<file path="src/rtl/calc_key_sequencer.sv">
// rtl/calc_key_sequencer.sv - two-operand key-driven calculator sequencer
module calc_key_sequencer (
    input  logic        clk,
    input  logic        rst,
    input  logic        key_valid,
    input  logic [8:0]  last_change,
    output logic [1:0]  state,
    output logic [6:0]  operand_a,
    output logic [6:0]  operand_b,
    output logic [1:0]  op,
    output logic [13:0] result,
    output logic        result_neg,
    output logic        busy,
    output logic        done
);

    localparam logic [1:0] ST_A_ENTRY = 2'd0;
    localparam logic [1:0] ST_B_ENTRY = 2'd1;
    localparam logic [1:0] ST_CALC    = 2'd2;
    localparam logic [1:0] ST_RESULT  = 2'd3;

    localparam logic [1:0] OP_ADD = 2'd0;
    localparam logic [1:0] OP_SUB = 2'd1;
    localparam logic [1:0] OP_MUL = 2'd2;

    localparam logic [8:0] KEY_ADD   = 9'h079;
    localparam logic [8:0] KEY_SUB   = 9'h07B;
    localparam logic [8:0] KEY_MUL   = 9'h03A;
    localparam logic [8:0] KEY_ENTER = 9'h05A;
    localparam logic [8:0] KEY_CLEAR = 9'h066;

    logic [1:0]  state_q, state_d;
    logic [6:0]  a_q, a_d;
    logic [6:0]  b_q, b_d;
    logic [1:0]  a_cnt_q, a_cnt_d;
    logic [1:0]  b_cnt_q, b_cnt_d;
    logic [1:0]  op_q, op_d;
    logic [13:0] result_q, result_d;
    logic        neg_q, neg_d;
    logic        done_q, done_d;
    logic [13:0] acc_q, acc_d;
    logic [2:0]  iter_q, iter_d;

    // Key decode: digit value, and operator class with its encoding
    logic        is_digit;
    logic [3:0]  digit;
    logic        is_oper;
    logic [1:0]  oper;
    logic        is_enter;
    logic        is_clear;

    // Decode the scan code into digit / operator / enter / clear classes
    always_comb begin
        is_digit = 1'b1;
        digit    = 4'd0;
        case (last_change)
            9'h070: digit = 4'd0;
            9'h069: digit = 4'd1;
            9'h072: digit = 4'd2;
            9'h07A: digit = 4'd3;
            9'h06B: digit = 4'd4;
            9'h073: digit = 4'd5;
            9'h074: digit = 4'd6;
            9'h06C: digit = 4'd7;
            9'h075: digit = 4'd8;
            9'h07D: digit = 4'd9;
            default: is_digit = 1'b0;
        endcase
        is_oper = 1'b1;
        oper    = OP_ADD;
        case (last_change)
            KEY_ADD: oper = OP_ADD;
            KEY_SUB: oper = OP_SUB;
            KEY_MUL: oper = OP_MUL;
            default: is_oper = 1'b0;
        endcase
        is_enter = (last_change == KEY_ENTER);
        is_clear = (last_change == KEY_CLEAR);
    end

    // Decimal accumulate; counts cap at 2 so the operands stay within 0..99
    logic [6:0]  a_shifted;
    logic [6:0]  b_shifted;
    assign a_shifted = (a_q << 3) + (a_q << 1) + {3'd0, digit};
    assign b_shifted = (b_q << 3) + (b_q << 1) + {3'd0, digit};

    // Shift-add partial product for the current multiply iteration
    logic [13:0] partial;
    assign partial = b_q[iter_q] ? ({7'd0, a_q} << iter_q) : 14'd0;

    // Next-state logic for the sequencer and its datapath registers
    always_comb begin
        state_d  = state_q;
        a_d      = a_q;
        b_d      = b_q;
        a_cnt_d  = a_cnt_q;
        b_cnt_d  = b_cnt_q;
        op_d     = op_q;
        result_d = result_q;
        neg_d    = neg_q;
        done_d   = 1'b0;
        acc_d    = acc_q;
        iter_d   = iter_q;

        if (state_q == ST_CALC) begin
            // Keys are ignored here; the arithmetic runs to completion
            case (op_q)
                OP_SUB: begin
                    if (a_q >= b_q) begin
                        result_d = {7'd0, a_q - b_q};
                        neg_d    = 1'b0;
                    end else begin
                        result_d = {7'd0, b_q - a_q};
                        neg_d    = 1'b1;
                    end
                    state_d = ST_RESULT;
                    done_d  = 1'b1;
                end
                OP_MUL: begin
                    acc_d = acc_q + partial;
                    if (iter_q == 3'd6) begin
                        result_d = acc_q + partial;
                        neg_d    = 1'b0;
                        acc_d    = 14'd0;
                        iter_d   = 3'd0;
                        state_d  = ST_RESULT;
                        done_d   = 1'b1;
                    end else begin
                        iter_d = iter_q + 3'd1;
                    end
                end
                default: begin
                    result_d = {7'd0, a_q} + {7'd0, b_q};
                    neg_d    = 1'b0;
                    state_d  = ST_RESULT;
                    done_d   = 1'b1;
                end
            endcase
        end else if (key_valid) begin
            if (is_clear) begin
                state_d  = ST_A_ENTRY;
                a_d      = 7'd0;
                b_d      = 7'd0;
                a_cnt_d  = 2'd0;
                b_cnt_d  = 2'd0;
                op_d     = OP_ADD;
                result_d = 14'd0;
                neg_d    = 1'b0;
            end else begin
                case (state_q)
                    ST_A_ENTRY: begin
                        if (is_digit && a_cnt_q != 2'd2) begin
                            a_d     = a_shifted;
                            a_cnt_d = a_cnt_q + 2'd1;
                        end else if (is_oper && a_cnt_q != 2'd0) begin
                            op_d    = oper;
                            b_d     = 7'd0;
                            b_cnt_d = 2'd0;
                            state_d = ST_B_ENTRY;
                        end
                    end
                    ST_B_ENTRY: begin
                        if (is_digit && b_cnt_q != 2'd2) begin
                            b_d     = b_shifted;
                            b_cnt_d = b_cnt_q + 2'd1;
                        end else if (is_enter && b_cnt_q != 2'd0) begin
                            acc_d   = 14'd0;
                            iter_d  = 3'd0;
                            state_d = ST_CALC;
                        end
                    end
                    ST_RESULT: begin
                        if (is_digit) begin
                            a_d     = {3'd0, digit};
                            a_cnt_d = 2'd1;
                            b_d     = 7'd0;
                            b_cnt_d = 2'd0;
                            state_d = ST_A_ENTRY;
                        end
                    end
                    default: ;
                endcase
            end
        end
    end

    // State registers with synchronous reset taking priority over keys
    always_ff @(posedge clk) begin
        if (rst) begin
            state_q  <= ST_A_ENTRY;
            a_q      <= 7'd0;
            b_q      <= 7'd0;
            a_cnt_q  <= 2'd0;
            b_cnt_q  <= 2'd0;
            op_q     <= OP_ADD;
            result_q <= 14'd0;
            neg_q    <= 1'b0;
            done_q   <= 1'b0;
            acc_q    <= 14'd0;
            iter_q   <= 3'd0;
        end else begin
            state_q  <= state_d;
            a_q      <= a_d;
            b_q      <= b_d;
            a_cnt_q  <= a_cnt_d;
            b_cnt_q  <= b_cnt_d;
            op_q     <= op_d;
            result_q <= result_d;
            neg_q    <= neg_d;
            done_q   <= done_d;
            acc_q    <= acc_d;
            iter_q   <= iter_d;
        end
    end

    assign state      = state_q;
    assign operand_a  = a_q;
    assign operand_b  = b_q;
    assign op         = op_q;
    assign result     = result_q;
    assign result_neg = neg_q;
    assign busy       = (state_q == ST_CALC);
    assign done       = done_q;

endmodule
</file>
<file path="config.mk">
export PLATFORM = sky130hd
export DESIGN_NAME = calc_key_sequencer
export DESIGN_NICKNAME = d
export VERILOG_FILES = /design/src/rtl/calc_key_sequencer.sv
export SDC_FILE = /design/constraint.sdc
export NUM_CORES = 1
export LEC_CHECK = 0
export CORE_MARGIN = 2
export CORE_UTILIZATION = 40
export DETAILED_ROUTE_END_ITERATION = 16
export HOLD_SLACK_MARGIN = 0.15
export PLACE_DENSITY_LB_ADDON = 0.08
export SLEW_MARGIN = 30
export SYNTH_ARGS = -nofsm -noshare
export SYNTH_HDL_FRONTEND = slang
export SYNTH_SLANG_ARGS = --single-unit
</file>
<file path="constraint.sdc">
create_clock -name clk -period 3.2 [get_ports clk]
set_input_delay 0.64 -clock clk [delete_from_list [all_inputs] [get_ports clk]]
set_output_delay 0.64 -clock clk [all_outputs]
set_load 0.005 [all_outputs]
</file>
==> summary.md, run 1 <==
| Metric | Value |
|---|---|
| Synth top area share | 21.40% |
| Core Box Area | 12570 um^2 |
| First-pass GRT wire length | 25.94 mm |
| CTS Sinks | 55 |
| Capture point of the worst reg-to-reg path | acc_q[8] |
| Total Routing Usage GR | 23.40% |
| Largest stage delay on the critical path | 540 ps |
| Crit path cell chain | mux4_2 > nand2_2 > nor4_1 > ha_2 > fa_2 > a211oi_4 > nor2_4 > o31ai_4 > buf_4 > o21ba_4 > xor2_4 > o21ai_1 |
| Top-Level Pins | 47 |
| Synth area leader | dfxtp_1 |
| Drt first-iter violations | 264 |
| Clock Tree Root | clkbuf_16 |
| Tot Pwr | 1.365 mW |
| Status | completed |
| Max Cap Viol | 0 |
| Via Count | 5102 |
| Clk_skew | 5.855 ps |
| CTS Buffer Depth | 2 |
| Die X-Extent | 117.4 um |
| Yosys Warn Count | 0 |
| Data arrival time of the critical path | 3320 ps |
| Critical Path RT | 3400 ps |
| Number of nets in the layout | 819 |
| Period minus WS final | 3119 ps |
| N_diodes | 0 |
| Synth area leaders | dfxtp_1 (21%), ha_1 (13%), a21oi_1 (5.5%), mux2i_1 (4.3%), nand2_1 (4.0%) |
| Slew Limit Headroom | 53.69% |
| EDFF count, synth | 0 |
| Post-DP HPWL | 12.83 mm |
| Synth-to-layout area growth | 29.18% |
| RR Startpoint | iter_q[0] |
| Worst-path fanout max | 3 |
| CTS tree | yes |
| CTS Buf Count | 5 |
| Static Leak | 2.843 nW |
| Initial Util | 40.95% |
| R2r worst-path depth | 12 |
| Area of the die | 13790 um^2 |
| Rows | 41 |
| Post-Syn Nets | 724 |
| Final Max Tran Viols | 0 |
| Most common cell in the netlist | a21oi_1 |
| FF+latch count, synth | 55 |
| DRC | 0 |
| Vias in the first global route | 5054 |
| Placed inst area | 6200 um^2 |
| Final WS setup | 81.40 ps |
| Post-Syn Area | 5146 um^2 |
| Die H | 117.4 um |
| Unique masters post-synth | 75 |
| Setup crit end | acc_q[8] |
| Fmax | 0.3207 GHz |
| Area of the multi-input gates | 3980 um^2 |
| H-tree lvl count | 2 |
| Global route overflow | 0 |
| Hold Fails Final Rpt | 0 |
| Syn avg cell area | 7.929 um^2 |
| Cts hold-fix bufs | 0 |
| Final critical-path share of the clock period | 97.46% |
| Post-Layout Inst Area | 6648 um^2 |
| RSZ-0062 raised after global routing | yes |
| Largest net degree at the start of global routing | 46 |
| Clk slew on worst S/H paths | 80 ps |
| Pwr dens | 205.4 nW/um^2 |
| Critical path endpoint category | flop |
| DR pass1 iterations | 6 |
| Initial antenna violation count | 0 |
| Worst Path Class, Setup | reg2reg |
| Maximum vdd drop | 200.1 uV |
| Port Buf Inserts | 46 |
| Slowest cell on crit path | mux4_2 |
| Worst setup SP type | flop |
| Routed Antenna Nets | 0 |
| Post-DR wirelength/cell | 17.91 um |
| Via/cell ratio | 5.564 |
| Sequential fraction of the synthesis area | 21.40% |
| Async set-reset flop share out of synthesis | 0% |
| Setup WS pre-CTS | -559.9 ps |
| Ys flop type | dfxtp_1 |
| Filler cell count | 1260 |
| Total negative slack | 0 ps |
| Layout cells sized above 1 | 20.13% |
| CP startpoint | iter_q[0] |
| Least-Margin Pin Slew | 692.1 ps |
| Synth Instances | 649 |
| Worst-Skew Late Latency | 310 ps |
| R2R setup slack | 80 ps |
| Final GP Congestion | 0.9392 |
| DRT Wirelength | 16.43 mm |
| HP Class | reg2reg |
| # setup viols final | 0 |
| Storage element area | 1105 um^2 |
| Most frequent cells after synthesis | a21oi_1 (57), dfxtp_1 (55), ha_1 (55), nand2_1 (55), inv_1 (44) |
[worst min-delay path by stage]
stage          startpoint         end  cells after the start
2_1_floorplan    acc_q[0]    acc_q[0]                      2
3_3_place_gp   result[11]  result[11]                      2
3_5_place_dp    result[8]   result[8]                      2
4_1_cts          acc_q[3]    acc_q[3]                      2
5_1_grt          acc_q[9]    acc_q[9]                      2
6_report        result[8]   result[8]                      2
[critical path: cells and delay by family (launching register included)]
family | cells | cell delay, ps
xor gates and xnor gates | 1 | 170
adders and majority gates | 2 | 650
DFF | 1 | 380
buffers and inverters | 1 | 160
muxes | 1 | 540
and+or+nand+nor | 3 | 240
AOI/OAI and AO/OA | 4 | 870
[area by class of cell]
type	instances	area share [%]
clock buffers	5	1.882
clock inverters	3	0.3388
inverters	44	2.484
multi-input cells	517	59.87
flip-flops and latches	55	16.62
well taps	172	3.237
repair buffers	121	15.57
[flip-flops by register name (all words and copies together), names as in the netlist]
signal and flops:
state 2, result_neg 1, operand_a 7, operand_b 7, acc_q 14, iter_q 3
result 14, a_cnt_q 2, b_cnt_q 2, done 1, op 2
[power by group]
group	switching, mW	internal [mW]	total, mW
clock	0.290	0.294	0.584
combinational	0.0522	0.0457	0.0978
sequential	0.000116	0.683	0.683
[cells by family (layout without fill, tap and decap cells)]
kind of cell / Yosys count / count (layout) / synth area share, %
muxes: 30 / 30 / 6.249
and+or+nand+nor: 218 / 218 / 22.47
AOI/OAI and AO/OA: 180 / 180 / 22.90
adders and majority gates: 63 / 63 / 16.48
xor gates and xnor gates: 26 / 26 / 4.425
buffers and inverters: 77 / 173 / 6.078
DFF: 55 / 55 / 21.40
[layout by cell type (no fill, tap or decap), types with 9 or more instances in the layout]
cell type,Yosys,layout
nor2b_1,9,9
ha_1,55,52
inv_1,44,43
dfxtp_1,55,54
mux2i_1,22,22
a21oi_1,57,51
a21o_1,15,15
o21ai_0,40,32
nand2_1,55,53
clkdlybuf4s50_1,0,39
nor3_1,14,12
and3_1,10,10
buf_4,2,71
nor2_1,39,35
nand3_1,23,23
xnor2_1,18,16
nand2b_1,26,26
[stage by stage]
stage | instances | hold slack (ps) | utilization (%)
after floorplan | 649 | 436.2 | -
after global placement | 904 | 439.9 | 49.33
after detailed placement | 904 | 444.8 | 49.33
after CTS | 914 | 462.6 | 51.22
after global routing | 917 | 479.2 | 52.89
final | 917 | 448.2 | 52.89
[timing repair]
action	4_1_cts	5_1_grt
endpoints found under the hold margin	0	0
pin swaps	9	32
gates resized for setup	28	45
setup buffers	2	3
cloned	0	0
endpoints found under the setup margin	18	21
[routing by layer]
layer  vias to the layer above  global-route usage (%)  wire (um)
met3                        33                   3.794        646
met1                      2437                   29.17       7252
met4                         0                   9.940        515
met5                         -                       0          0
met2                       110                   39.95       8011
li1                       2522                       -          -
Power figures use the tool's default switching activity.
==> run 2: changes to the inputs <==
Settings changed: HOLD_SLACK_MARGIN 0.15 to default.
==> results of run 2 <==
Same layout as run 1: the final DEF is identical, and so are final timing and power.
==> run 3: changes to the inputs <==
Settings changed: ABC_AREA from default to 1, PLACE_DENSITY_LB_ADDON 0.08 to 0.1.
==> run 3 against run 2 <==
Cell count is 20% higher. Worst hold slack better by 20 ps. Critical path type is now in2reg. Clock skew is 1.5 ps higher. Critical path depth is 6 higher. Highest routed layer unchanged.
==> summary.md, run 3 <==
| Metric | Value |
|---|---|
| Final critical-path share of the clock period | 94.82% (-2.6 points) |
| Global route overflow | 0 (unchanged) |
| CTS tree | yes |
| Routed Antenna Nets | 0 (unchanged) |
| Pwr dens | 371.3 nW/um^2 (+81%) |
| Commonest non-fill, non-tap cell in the layout | nand2_1 |
| Post-Syn Area | 5283 um^2 (+2.7%) |
| HP Class | reg2reg |
| H-tree lvl count | 2 (unchanged) |
| Max Cap Viol | 0 (unchanged) |
| Post-DR wirelength/cell | 15.06 um (-16%) |
| Clk_skew | 7.385 ps (+1.530 ps) |
| Worst-path fanout max | 4 (+1) |
| Sequential power share | 31.4% (-19 points) |
| Storage element area | 1104 um^2 (-0.11%) |
| Final GP Congestion | 0.8754 (-6.8%) |
| Synth top area share | 20.84% (-0.55 points) |
| CTS Sinks | 55 (unchanged) |
| Via/cell ratio | 5.181 (-6.9%) |
| # setup viols final | 0 (unchanged) |
| DRT Wirelength | 16.55 mm (+0.77%) |
| Final Max Tran Viols | 0 (unchanged) |
| Least-Margin Pin Slew | 596.1 ps (-96.02 ps) |
| Number of nets in the layout | 1001 (+22%) |
| Tot Pwr | 2.415 mW (+77%) |
| Most frequent cells in the layout | nand2_1 (205), inv_1 (100), nor2_1 (98) |
| Gr busiest metal | met2 |
| Most frequent cells after synthesis | nand2_1 (206), inv_1 (101), nor2_1 (99) |
| Core Box Area | 12770 um^2 (+1.6%) |
| Yosys Warn Count | 0 (unchanged) |
| EDFF count, synth | 0 (unchanged) |
| Post-DP HPWL | 13.35 mm (+4.1%) |
| CTS Buf Count | 5 (unchanged) |
| Async set-reset flop share out of synthesis | 0% (unchanged) |
| Filler cell count | 1305 (+3.6%) |
| Most common cell in the netlist | nand2_1 |
| Status | completed |
| Setup WS pre-CTS | -296.5 ps (+263.4 ps) |
| Rows | 41 (unchanged) |
| Worst setup SP type | primary input |
| Synth area leader | dfxtp_1 |
| N_diodes | 0 (unchanged) |
| Fmax | 0.3296 GHz (+2.8%) |
| Vias in the first global route | 5442 (+7.7%) |
| Sequential fraction of the synthesis area | 20.84% (-0.55 points) |
| Period minus WS final | 3034 ps (-84.41 ps) |
| Clock Tree Root | clkbuf_16 |
| Synth Instances | 838 (+29%) |
| Die H | 118.9 um (+1.3%) |
| Final WS setup | 165.8 ps (+84.41 ps) |
| Unique masters post-synth | 42 (-44%) |
| Comb pwr share | 44.6% (+37 points) |
| Maximum vdd drop | 219.3 uV (+9.6%) |
| Via Count | 5694 (+12%) |
| Largest stage delay on the critical path | 440 ps (-100 ps) |
| Crit path cell chain | clkdlybuf4s50_1 > buf_4 > nand2_4 > nor2_1 > nand3_1 > nand2_1 > nor2_2 > inv_2 > ha_1 > ha_1 > inv_1 > fa_2 > nor3_2 > o21ai_0 > nand3_1 > nand4_1 > nand2_1 > nor2_1 |
| Data arrival time of the critical path | 3240 ps (-80 ps) |
| Critical Path RT | 3410 ps (about the same) |
| Initial Util | 41.36% (+0.41 points) |
| Top-Level Pins | 47 (unchanged) |
| Slowest cell on crit path | clkdlybuf4s50_1 |
| Synth area leaders | dfxtp_1 (21%), nand2_1 (15%), ha_1 (13%), inv_1 (7.2%), nor2_1 (7.0%) |
| Syn avg cell area | 6.304 um^2 (-21%) |
| Total Routing Usage GR | 23.86% (+0.46 points) |
| Largest net degree at the start of global routing | 25 (-46%) |
| Met3 Usage GRT | 3.736% (-0.058 points) |
| Sw Ratio | 40.98% (+16 points) |
| First-pass GRT wire length | 27.21 mm (+4.9%) |
| Critical path endpoint category | flop |
| DRC | 0 (unchanged) |
| FF+latch count, synth | 55 (unchanged) |
| Static Leak | 3.178 nW (+12%) |
| Slew Limit Headroom | 59.90% (+6.2 points) |
| Initial antenna violation count | 0 (unchanged) |
| Ys flop type | dfxtp_1 |
| Clk slew on worst S/H paths | 80 ps (about the same) |
| Share of total power in the clock network | 24.0% (-19 points) |
| Cts hold-fix bufs | 0 (unchanged) |
| Worst Path Class, Setup | in2reg |
| Power Internal | 1.425 mW (+39%) |
| Die X-Extent | 118.9 um (+1.3%) |
| Met1 usage | 31.96% (+2.8 points) |
| Drt first-iter violations | 385 (+46%) |
| Worst-Skew Late Latency | 310 ps (about the same) |
| Area of the die | 14140 um^2 (+2.6%) |
| Hold Fails Final Rpt | 0 (unchanged) |
| Synth-to-layout area growth | 23.14% |
| Post-Syn Nets | 913 (+26%) |
| Port Buf Inserts | 46 (unchanged) |
| DR pass1 iterations | 5 (-1) |
| CTS Buffer Depth | 2 (unchanged) |
| GR met2 Demand/Resource | 39.94% (about the same) |
| Layout cells sized above 1 | 13.16% (-7.0 points) |
| RSZ-0062 raised after global routing | yes |
| Area of the multi-input gates | 3702 um^2 (-7.0%) |
| Net Switching | 0.9898 mW (+190%) |
==> run 3: cell types whose count changed after synthesis, sizes merged, moves of 11 or more <==
cell and delta:
a21o -11, clkbuf -11, inv +64, mux2i -22, nand2 +158, nand2b -25
nand3 +41, nand4 +15, nor2 +69, o21ai +16, xnor2 -14
==> run 3: repair_timing <==
action | CTS | global route
endpoints found under the setup margin | 0 | 22
buffers inserted | 0 | 3
gates resized for setup | 0 | 20
==> run 3: worst max-delay path: cells and delay by family <==
kind	cells	cell delay [ps]
AO/OA/AOI/OAI	1	100
buffers and inverters	4	750
adder cells (fa/ha/maj)	3	810
AND/OR/NAND/NOR	10	940
==> run 3: metrics by stage <==
step | instance area (um^2) | cells | hold slack, ps | util, % | setup TNS, ps
final | 6505 | 1099 | 468.6 | 50.93 | 0
after global routing | 6505 | 1099 | 481.9 | 50.93 | -19.31
after CTS | 6420 | 1096 | 469.7 | 50.26 | 0
after detailed placement | 6274 | 1088 | 457.8 | 49.11 | -1286
after global placement | 6274 | 1088 | 454.4 | 49.11 | -835.7
after floorplan | 5283 | 838 | 448.6 | - | 0
==> run 3: layout make-up <==
type                       count  area share, %
multi-input combinational    649          56.91
sequential                    55          16.96
timing repair buffer         106          14.27
inverter                     109          6.290
tap                          172          3.308
clock buffer                   6          1.981
clock inverter                 2         0.2693
==> run 3: kinds of logic after synthesis <==
kind of cell               Yosys count  synth area share, %
AOI/OAI and AO/OA                  140                14.21
xor gates and xnor gates            15                2.487
adders and majority gates           63                16.06
buffers and inverters              134                10.11
DFF                                 55                20.84
and+or+nand+nor                    431                36.29
==> run 3: routing by layer <==
layer / share of wire [%] / vias up
met5: 0 / -
met4: 1.4 / 0
met3: 4.2 / 20
met2: 47 / 135
met1: 48 / 2639
li1: - / 2900
==> run 3: worst paths after layout <==
kind	end	cells after the start	from	slack (ps)
worst min register to register	result[5]	2	result[5]	470
worst max-delay path	operand_b[6]	18	last_change[3]	170
worst max register to register	result[6]	21	iter_q[1]	240
worst min-delay path	result[5]	2	result[5]	470
==> run 3: power groups by stage <==
stage / sequential, mW / clock, mW / combinational [mW]
finish: 0.758 / 0.580 / 1.08
global route: 0.763 / 0.610 / 1.22
CTS: 0.757 / 0.588 / 1.07
detailed placement: 0.773 / 0 / 1.06
global placement: 0.772 / 0 / 1.06
floorplan: 0.781 / 0 / 0.704
